`config.mk`:
```
export PLATFORM = sky130hd
export DESIGN_NAME = imem_stream_loader
export DESIGN_NICKNAME = d
export VERILOG_FILES = /design/src/rtl/imem_stream_loader.sv
export SDC_FILE = /design/constraint.sdc
export NUM_CORES = 1
export LEC_CHECK = 0
export CORE_MARGIN = 1.5
export CORE_UTILIZATION = 54
export CTS_BUF_LIST = sky130_fd_sc_hd__clkbuf_8
export CTS_CLUSTER_DIAMETER = 40
export DETAILED_ROUTE_END_ITERATION = 10
export GPL_ROUTABILITY_DRIVEN = 0
export PLACE_DENSITY = 0.84
export SLEW_MARGIN = 20
export SYNTH_ARGS = -nofsm -noshare
export SYNTH_HDL_FRONTEND = slang
export SYNTH_SLANG_ARGS = --single-unit
```
`constraint.sdc`:
```
create_clock -name clk -period 2.21 [get_ports clk]
set_input_delay 0.221 -clock clk [delete_from_list [all_inputs] [get_ports clk]]
set_output_delay 0.221 -clock clk [all_outputs]
set_load 0.05 [all_outputs]
```
`src/rtl/imem_stream_loader.sv`:
```
// Framed byte-stream loader for the instruction RAM.
// Holds the core while loading; checks an XOR checksum.
module imem_stream_loader #(
  parameter int TIMEOUT_CYCLES = 1000000,
  parameter int MAX_WORDS      = 1024
) (
  input  logic        clk,
  input  logic        sync_rst,
  input  logic        Start,
  input  logic        ByteValid,
  input  logic [7:0]  ByteData,
  output logic        ByteReady,
  output logic        ImemWriteEn,
  output logic [9:0]  ImemAddress,
  output logic [15:0] ImemWriteData,
  output logic        CoreHold,
  output logic        LoadBusy,
  output logic        LoadDone,
  output logic        LoadError
);

  localparam int TW = $clog2(TIMEOUT_CYCLES + 1);
  localparam logic [TW-1:0] TMO_LAST = TW'(TIMEOUT_CYCLES - 1);
  localparam logic [15:0] MAX_N = 16'(MAX_WORDS);

  typedef enum logic [2:0] {
    S_IDLE, S_CNT_HI, S_CNT_LO, S_DATA_HI,
    S_DATA_LO, S_CHECK, S_DONE, S_ERROR
  } state_e;

  state_e         state_q, state_d;
  logic [7:0]     cnt_hi_q, cnt_hi_d;
  logic [10:0]    cnt_q, cnt_d;
  logic [10:0]    words_q, words_d;
  logic [9:0]     addr_q, addr_d;
  logic [7:0]     xor_q, xor_d;
  logic [7:0]     hi_q, hi_d;
  logic [TW-1:0]  tmo_q, tmo_d;
  logic           we_q, we_d;
  logic [9:0]     waddr_q, waddr_d;
  logic [15:0]    wdata_q, wdata_d;

  logic        rx;
  logic        acc;
  logic [15:0] n16;

  assign rx  = state_q inside {S_CNT_HI, S_CNT_LO, S_DATA_HI,
                               S_DATA_LO, S_CHECK};
  assign acc = rx && ByteValid;
  assign n16 = {cnt_hi_q, ByteData};

  assign ByteReady     = rx;
  assign ImemWriteEn   = we_q;
  assign ImemAddress   = waddr_q;
  assign ImemWriteData = wdata_q;
  assign LoadBusy      = rx;
  assign LoadDone      = state_q == S_DONE;
  assign LoadError     = state_q == S_ERROR;
  // A failed image keeps the core held until a good load replaces it.
  assign CoreHold      = rx || state_q == S_ERROR;

  always_comb begin
    state_d  = state_q;
    cnt_hi_d = cnt_hi_q;
    cnt_d    = cnt_q;
    words_d  = words_q;
    addr_d   = addr_q;
    xor_d    = xor_q;
    hi_d     = hi_q;
    tmo_d    = tmo_q;
    we_d     = 1'b0;
    waddr_d  = waddr_q;
    wdata_d  = wdata_q;
    case (state_q)
      S_IDLE, S_DONE, S_ERROR: begin
        if (Start) begin
          state_d = S_CNT_HI;
          addr_d  = '0;
          words_d = '0;
          xor_d   = '0;
          tmo_d   = '0;
        end
      end
      S_CNT_HI: begin
        if (acc) begin
          cnt_hi_d = ByteData;
          state_d  = S_CNT_LO;
        end
      end
      S_CNT_LO: begin
        if (acc) begin
          if (n16 == '0 || n16 > MAX_N) begin
            state_d = S_ERROR;
          end else begin
            cnt_d   = n16[10:0];
            state_d = S_DATA_HI;
          end
        end
      end
      S_DATA_HI: begin
        if (acc) begin
          hi_d    = ByteData;
          xor_d   = xor_q ^ ByteData;
          state_d = S_DATA_LO;
        end
      end
      S_DATA_LO: begin
        if (acc) begin
          we_d    = 1'b1;
          waddr_d = addr_q;
          wdata_d = {hi_q, ByteData};
          addr_d  = addr_q + 10'd1;
          words_d = words_q + 11'd1;
          xor_d   = xor_q ^ ByteData;
          state_d = (words_q + 11'd1 == cnt_q) ? S_CHECK : S_DATA_HI;
        end
      end
      S_CHECK: begin
        if (acc) begin
          state_d = (ByteData == xor_q) ? S_DONE : S_ERROR;
        end
      end
      default: state_d = S_IDLE;
    endcase
    if (acc) begin
      tmo_d = '0;
    end else if (rx) begin
      if (tmo_q == TMO_LAST) begin
        state_d = S_ERROR;
      end else begin
        tmo_d = tmo_q + 1'b1;
      end
    end
  end

  always_ff @(posedge clk) begin
    if (sync_rst) begin
      state_q  <= S_IDLE;
      cnt_hi_q <= '0;
      cnt_q    <= '0;
      words_q  <= '0;
      addr_q   <= '0;
      xor_q    <= '0;
      hi_q     <= '0;
      tmo_q    <= '0;
      we_q     <= 1'b0;
      waddr_q  <= '0;
      wdata_q  <= '0;
    end else begin
      state_q  <= state_d;
      cnt_hi_q <= cnt_hi_d;
      cnt_q    <= cnt_d;
      words_q  <= words_d;
      addr_q   <= addr_d;
      xor_q    <= xor_d;
      hi_q     <= hi_d;
      tmo_q    <= tmo_d;
      we_q     <= we_d;
      waddr_q  <= waddr_d;
      wdata_q  <= wdata_d;
    end
  end

endmodule

```
==> Word level (Yosys, flattened, before mapping) <==
Index checks and enable logic that the tools add are counted.
{ "word_totals": {"regBits": 106, "elab_cells": 76, "output_inout_bits": 32} }
{ "op_classes": {"add_sub_neg": 3, "magnitude_cmp": 1, "n_bitwise": 3, "eq_ne": 13, "mux": 27, "reduce_logical": 18} }
{ "ops": {"columns": ["cell", "count"], "rows": [
  ["two-way mux 20 bit", 4],
  ["two-way mux 3 bit", 11],
  ["two-way mux 11 bit", 2],
  ["case mux 11 bit (2 select lines)", 1],
  ["adder 20 x 1 -> 20 bit (second input constant)", 1],
  ["== test 20 bit (second input constant)", 1],
  ["two-way mux 10 bit", 2],
  ["case mux 10 bit (2 select lines)", 1],
  ["case mux 3 bit (6 select lines)", 1],
  ["greater-than comparator 16 x 11 -> 1 bit (second input constant)", 1],
  ["zero test 16 bit", 1],
  ["two-way mux 8 bit", 2],
  ["case mux 8 bit (2 select lines)", 1],
  ["== test 3 bit (second input constant)", 4],
  ["adder 11 x 1 -> 11 bit (second input constant)", 1],
  ["== test 11 bit", 1],
  ["adder 10 x 1 -> 10 bit (second input constant)", 1],
  ["AND reduction 3 bit", 3],
  ["== test 8 bit", 1],
  ["XOR 8 bit", 1],
  ["== test 3 x 2 -> 1 bit (second input constant)", 2],
  ["AND reduction 2 bit", 3],
  ["OR reduction 2 bit", 3],
  ["nonzero test 5 bit", 1],
  ["10 further kinds", 15]
]} }

==> Depth between registers and ports, before layout <==
{ "logic_depth": {"word_depth": 8, "depth_mapped": 9, "depth_no_buf": 7} }

==> Least setup slack after synthesis <==
OpenSTA, ideal clock, no wires.
{ "synth_timing": {"path_kind": "register -> output", "from": "reg state_q[1]", "to": "out CoreHold", "n_path_buf": 1, "setup_slack_ps": -58, "arrival_ps": 2047, "stages_incl_launch_ff": 4, "cell_sequence": "dfxtp_1 -> clkbuf_1 -> clkinv_1 -> o21ai_0"} }
{ "synth_via": {"elab_chain_cells": 3, "elab_cells_between_ends": 8, "cone_classes": "eq/ne (6); reduce/logical (2)"} }
{ "synth_lines": {"columns": ["element", "line_no", "text"], "rows": [
  ["start: declaration", "31", "state_e state_q, state_d;"],
  ["start signal: assignment", "150", "state_q <= state_d;"],
  ["== test 3 x 1 -> 1 bit, or another cell as far along", "47", "assign rx = state_q inside {S_CNT_HI, S_CNT_LO, S_DATA_HI,"],
  ["nonzero test 5 bit", "47", null],
  ["logical OR 1 bit (*)", "60", "assign CoreHold = rx || state_q == S_ERROR;"],
  ["end: declaration", "16", "output logic CoreHold,"]
]} }
Every way passes the cells marked *; elsewhere a longest branch is shown, timed or not.

==> Final worst setup path <==
{ "layout_timing": {"from": "reg tmo_q[8]", "to": "reg state_q[2]"} }
{ "layout_via": {"elab_chain_cells": 4} }
{ "layout_lines": {"columns": ["element", "line_no", "text"], "rows": [
  ["start: declaration", "38", "logic [TW-1:0] tmo_q, tmo_d;"],
  ["start signal: assignment", "157", "tmo_q <= tmo_d;"],
  ["== test 20 bit", "128", "if (tmo_q == TMO_LAST) begin"],
  ["two-way mux 3 bit", "128", null],
  ["two-way mux 3 bit", "127", "end else if (rx) begin"],
  ["two-way mux 3 bit", "125", "if (acc) begin"]
]} }
No other way between the ends.
A chain may end at the register's enable or synchronous reset.

==> results.sh <==
export IMPL_status="finished clean"
export IMPL_max_freq_mhz=465
export IMPL_ys_seq_area_share_pct=42.0
export IMPL_final_cell_mix="nand2_1, dfxtp_1, a21oi_1, nor2_1, buf_4"
export IMPL_cts_sinks=106
export IMPL_diodes=0
export IMPL_path_max_fanout=5
export IMPL_crit_path_end_kind="flip-flop"
export IMPL_synth_top_area_cell="dfxtp_1"
export IMPL_yosysWarnings=0
export IMPL_grt_first_pass_wirelength_um=20800
export IMPL_die_h_um=99.8
export IMPL_drtIter0Drc=297
export IMPL_finalPower_w=0.00391
export IMPL_fin_util_pct=65.0
export IMPL_fin_nets=699
export IMPL_placed_area_um2=5700
export IMPL_place_inst=782
export IMPL_slew_viol_final=0
export IMPL_antenna_found_initial=0
export IMPL_final_common_cell="nand2_1"
export IMPL_ioPinCount=44
export IMPL_fp_row_count=35
export IMPL_io_buffers=43
export IMPL_p_per_area_nw_per_um2=657
export IMPL_synthTopCellsByArea="dfxtp_1, nand2_1, a21oi_1"
export IMPL_wirelength_um=12600
export IMPL_worstPathArrival_ps=2430
export IMPL_cts_max_level=3
export IMPL_ys_seq_elements=106
export IMPL_cap_viol_max_count=0
export IMPL_hold_buffers=0
export IMPL_design_area_um2=5950
export IMPL_hpwl_um=8840
export IMPL_clock_tree_buffer_depth=2
export IMPL_ys_flop_type="dfxtp_1"
export IMPL_cts_tree="built"
export IMPL_drt_wirelength_per_cell_um=15.7
export IMPL_setup_viol=0
export IMPL_yosys_area_top_type_share_pct=42.0
export IMPL_firstDrtPassIters=5
export IMPL_clock_latency_ps=380
export IMPL_finClkSkew_ps=12.9
export IMPL_slew_headroom_pct=64.3
export IMPL_crit_type="flip-flop to flip-flop"
export IMPL_cp_start_kind="flip-flop"
export IMPL_clock_root_buffer="clkbuf_8"
export IMPL_ant_nets=0
export IMPL_final_hold_viol_count=0
export IMPL_syn_avg_cell_area_um2=7.93
export IMPL_hold_path_class="primary input to flip-flop"
export IMPL_grt_max_degree=35
export IMPL_die_w_um=99.8
export IMPL_final_cells=800
export IMPL_clkTransAtPathRegs_ps=110
export IMPL_cts_buffers=9
export IMPL_synth_edf_count=0
export IMPL_peakVddDrop_mv=0.373
export IMPL_first_global_vias=4429
export IMPL_p_leak_nw=2.12
export IMPL_initial_core_util_pct=55.3
export IMPL_tightest_slew_ps=534
export IMPL_drive_gt1_share_pct=12.0
export IMPL_syn_inst=638
export IMPL_synth_nets=653
export IMPL_rsz0062_at_grt="yes"
export IMPL_grt_ovfl_total=0
export IMPL_async_reset_ff_share_pct=0
export IMPL_grtUsageTotal_pct=25.8
export IMPL_vias_per_cell=5.90
export IMPL_synthesis_area_um2=5060
export IMPL_route_detailed_drc=0
export IMPL_worstPathRequired_ps=2490
export IMPL_synthToLayoutAreaGrowth_pct=17.6
export IMPL_period_share_pct=97.4
export IMPL_period_minus_slack_ps=2150
export IMPL_design_die_area_um2=9960
export IMPL_coreArea_um2=9150
export IMPL_ys_types=64
export IMPL_routed_via_count=4723
==> worst max-delay path, cell delays in order, from the launching register on <==
cell	delay, ps
dfxtp_1	370
or4b_4	560
nor4_4	300
buf_4	180
nand3_1	110
a2111o_1	440
o311ai_2	90
==> path summary, 6_finish.rpt <==
path	cells after the start	startpoint	to	slack, ps
setup / recovery	6	tmo_q[8]$_SDFF_PP0_	state_q[2]$_SDFF_PP0_	60
hold / removal	2	sync_rst	xor_q[2]$_SDFFE_PP0P_	240
setup reg to reg	6	tmo_q[8]$_SDFF_PP0_	state_q[2]$_SDFF_PP0_	60
hold reg to reg	2	ImemAddress[4]$_SDFFE_PP0P_	ImemAddress[4]$_SDFFE_PP0P_	460
==> final cells by class <==
class / count / area [µm²]
Clock buffer: 9 / 124
Clock inverter: 7 / 72.6
Fill cell: 753 / 3200
Inverter: 8 / 30.0
Multi-Input combinational cell: 480 / 2730
Sequential cell: 106 / 2130
Tap cell: 111 / 139
Timing Repair Buffer: 79 / 721
==> layer usage <==
layer  up-vias  wire length [µm]  global-route usage (%)
li1       2304                 -                       -
met1      2216              5350                    32.7
met2       177              6130                    44.4
met3        26               807                    4.39
met4         0               288                    9.43
met5         -                 0                       0
==> kinds of logic (layout without fill, tap and decap cells) <==
| family | Yosys count | count (layout) | share of synthesized area [%] |
|---|---|---|---|
| buffers and inverters | 52 | 103 | 4.70 |
| flip-flops | 106 | 106 | 42.0 |
| AND/OR/NAND/NOR | 286 | 286 | 27.3 |
| XOR/XNOR | 34 | 34 | 5.89 |
| multiplexers | 17 | 17 | 3.44 |
| adder cells (fa/ha/maj) | 3 | 3 | 0.742 |
| AO/OA/AOI/OAI | 140 | 140 | 16.0 |
==> where the power goes <==
part	switching (W)	internal [W]
Sequential	0.0000399	0.00195
Combinational	0.000468	0.000250
Clock	0.000758	0.000446
==> synthesized netlist by cell type, drive strengths merged, types with 3 or more instances <==
| library cell | instances |
|---|---|
| ha | 3 |
| a31oi | 4 |
| and3 | 12 |
| nand4 | 13 |
| dfxtp | 106 |
| and4 | 4 |
| nand3 | 17 |
| mux2i | 14 |
| a21oi | 86 |
| nor3 | 8 |
| inv | 7 |
| xnor2 | 18 |
| o21ai | 30 |
| buf | 15 |
| mux2 | 3 |
| nor2 | 68 |
| nand2 | 116 |
| nor3b | 11 |
| clkbuf | 29 |
| nand3b | 5 |
| or3 | 9 |
| xor2 | 16 |
| nor4 | 9 |
| nand2b | 3 |
==> registers in the layout (all words and copies together), names as in the netlist <==
register	count
words_q	11
hi_q	8
tmo_q	20
addr_q	10
xor_q	8
cnt_hi_q	8
ImemWriteEn	1
state_q	3
cnt_q	11
ImemAddress	10
ImemWriteData	16
==> per-stage QoR <==
| step | setup slack [ps] | TNS (ps) | hold WS, ps |
|---|---|---|---|
| 2_1_floorplan | 93.9 | 0 | 432 |
| 3_3_place_gp | 89.5 | 0 | 444 |
| 3_5_place_dp | -24.9 | -35.9 | 449 |
| 4_1_cts | 16.5 | 0 | 234 |
| 5_1_grt | -65.4 | -299 | 245 |
| 6_report | 57.4 | 0 | 243 |
==> what timing repair did <==
| item | CTS | global route |
|---|---|---|
| gates resized for setup | 0 | 10 |
| setup buffers | 0 | 2 |
| endpoints found under the setup margin | 0 | 17 |
(Power assumes the default switching activity.)
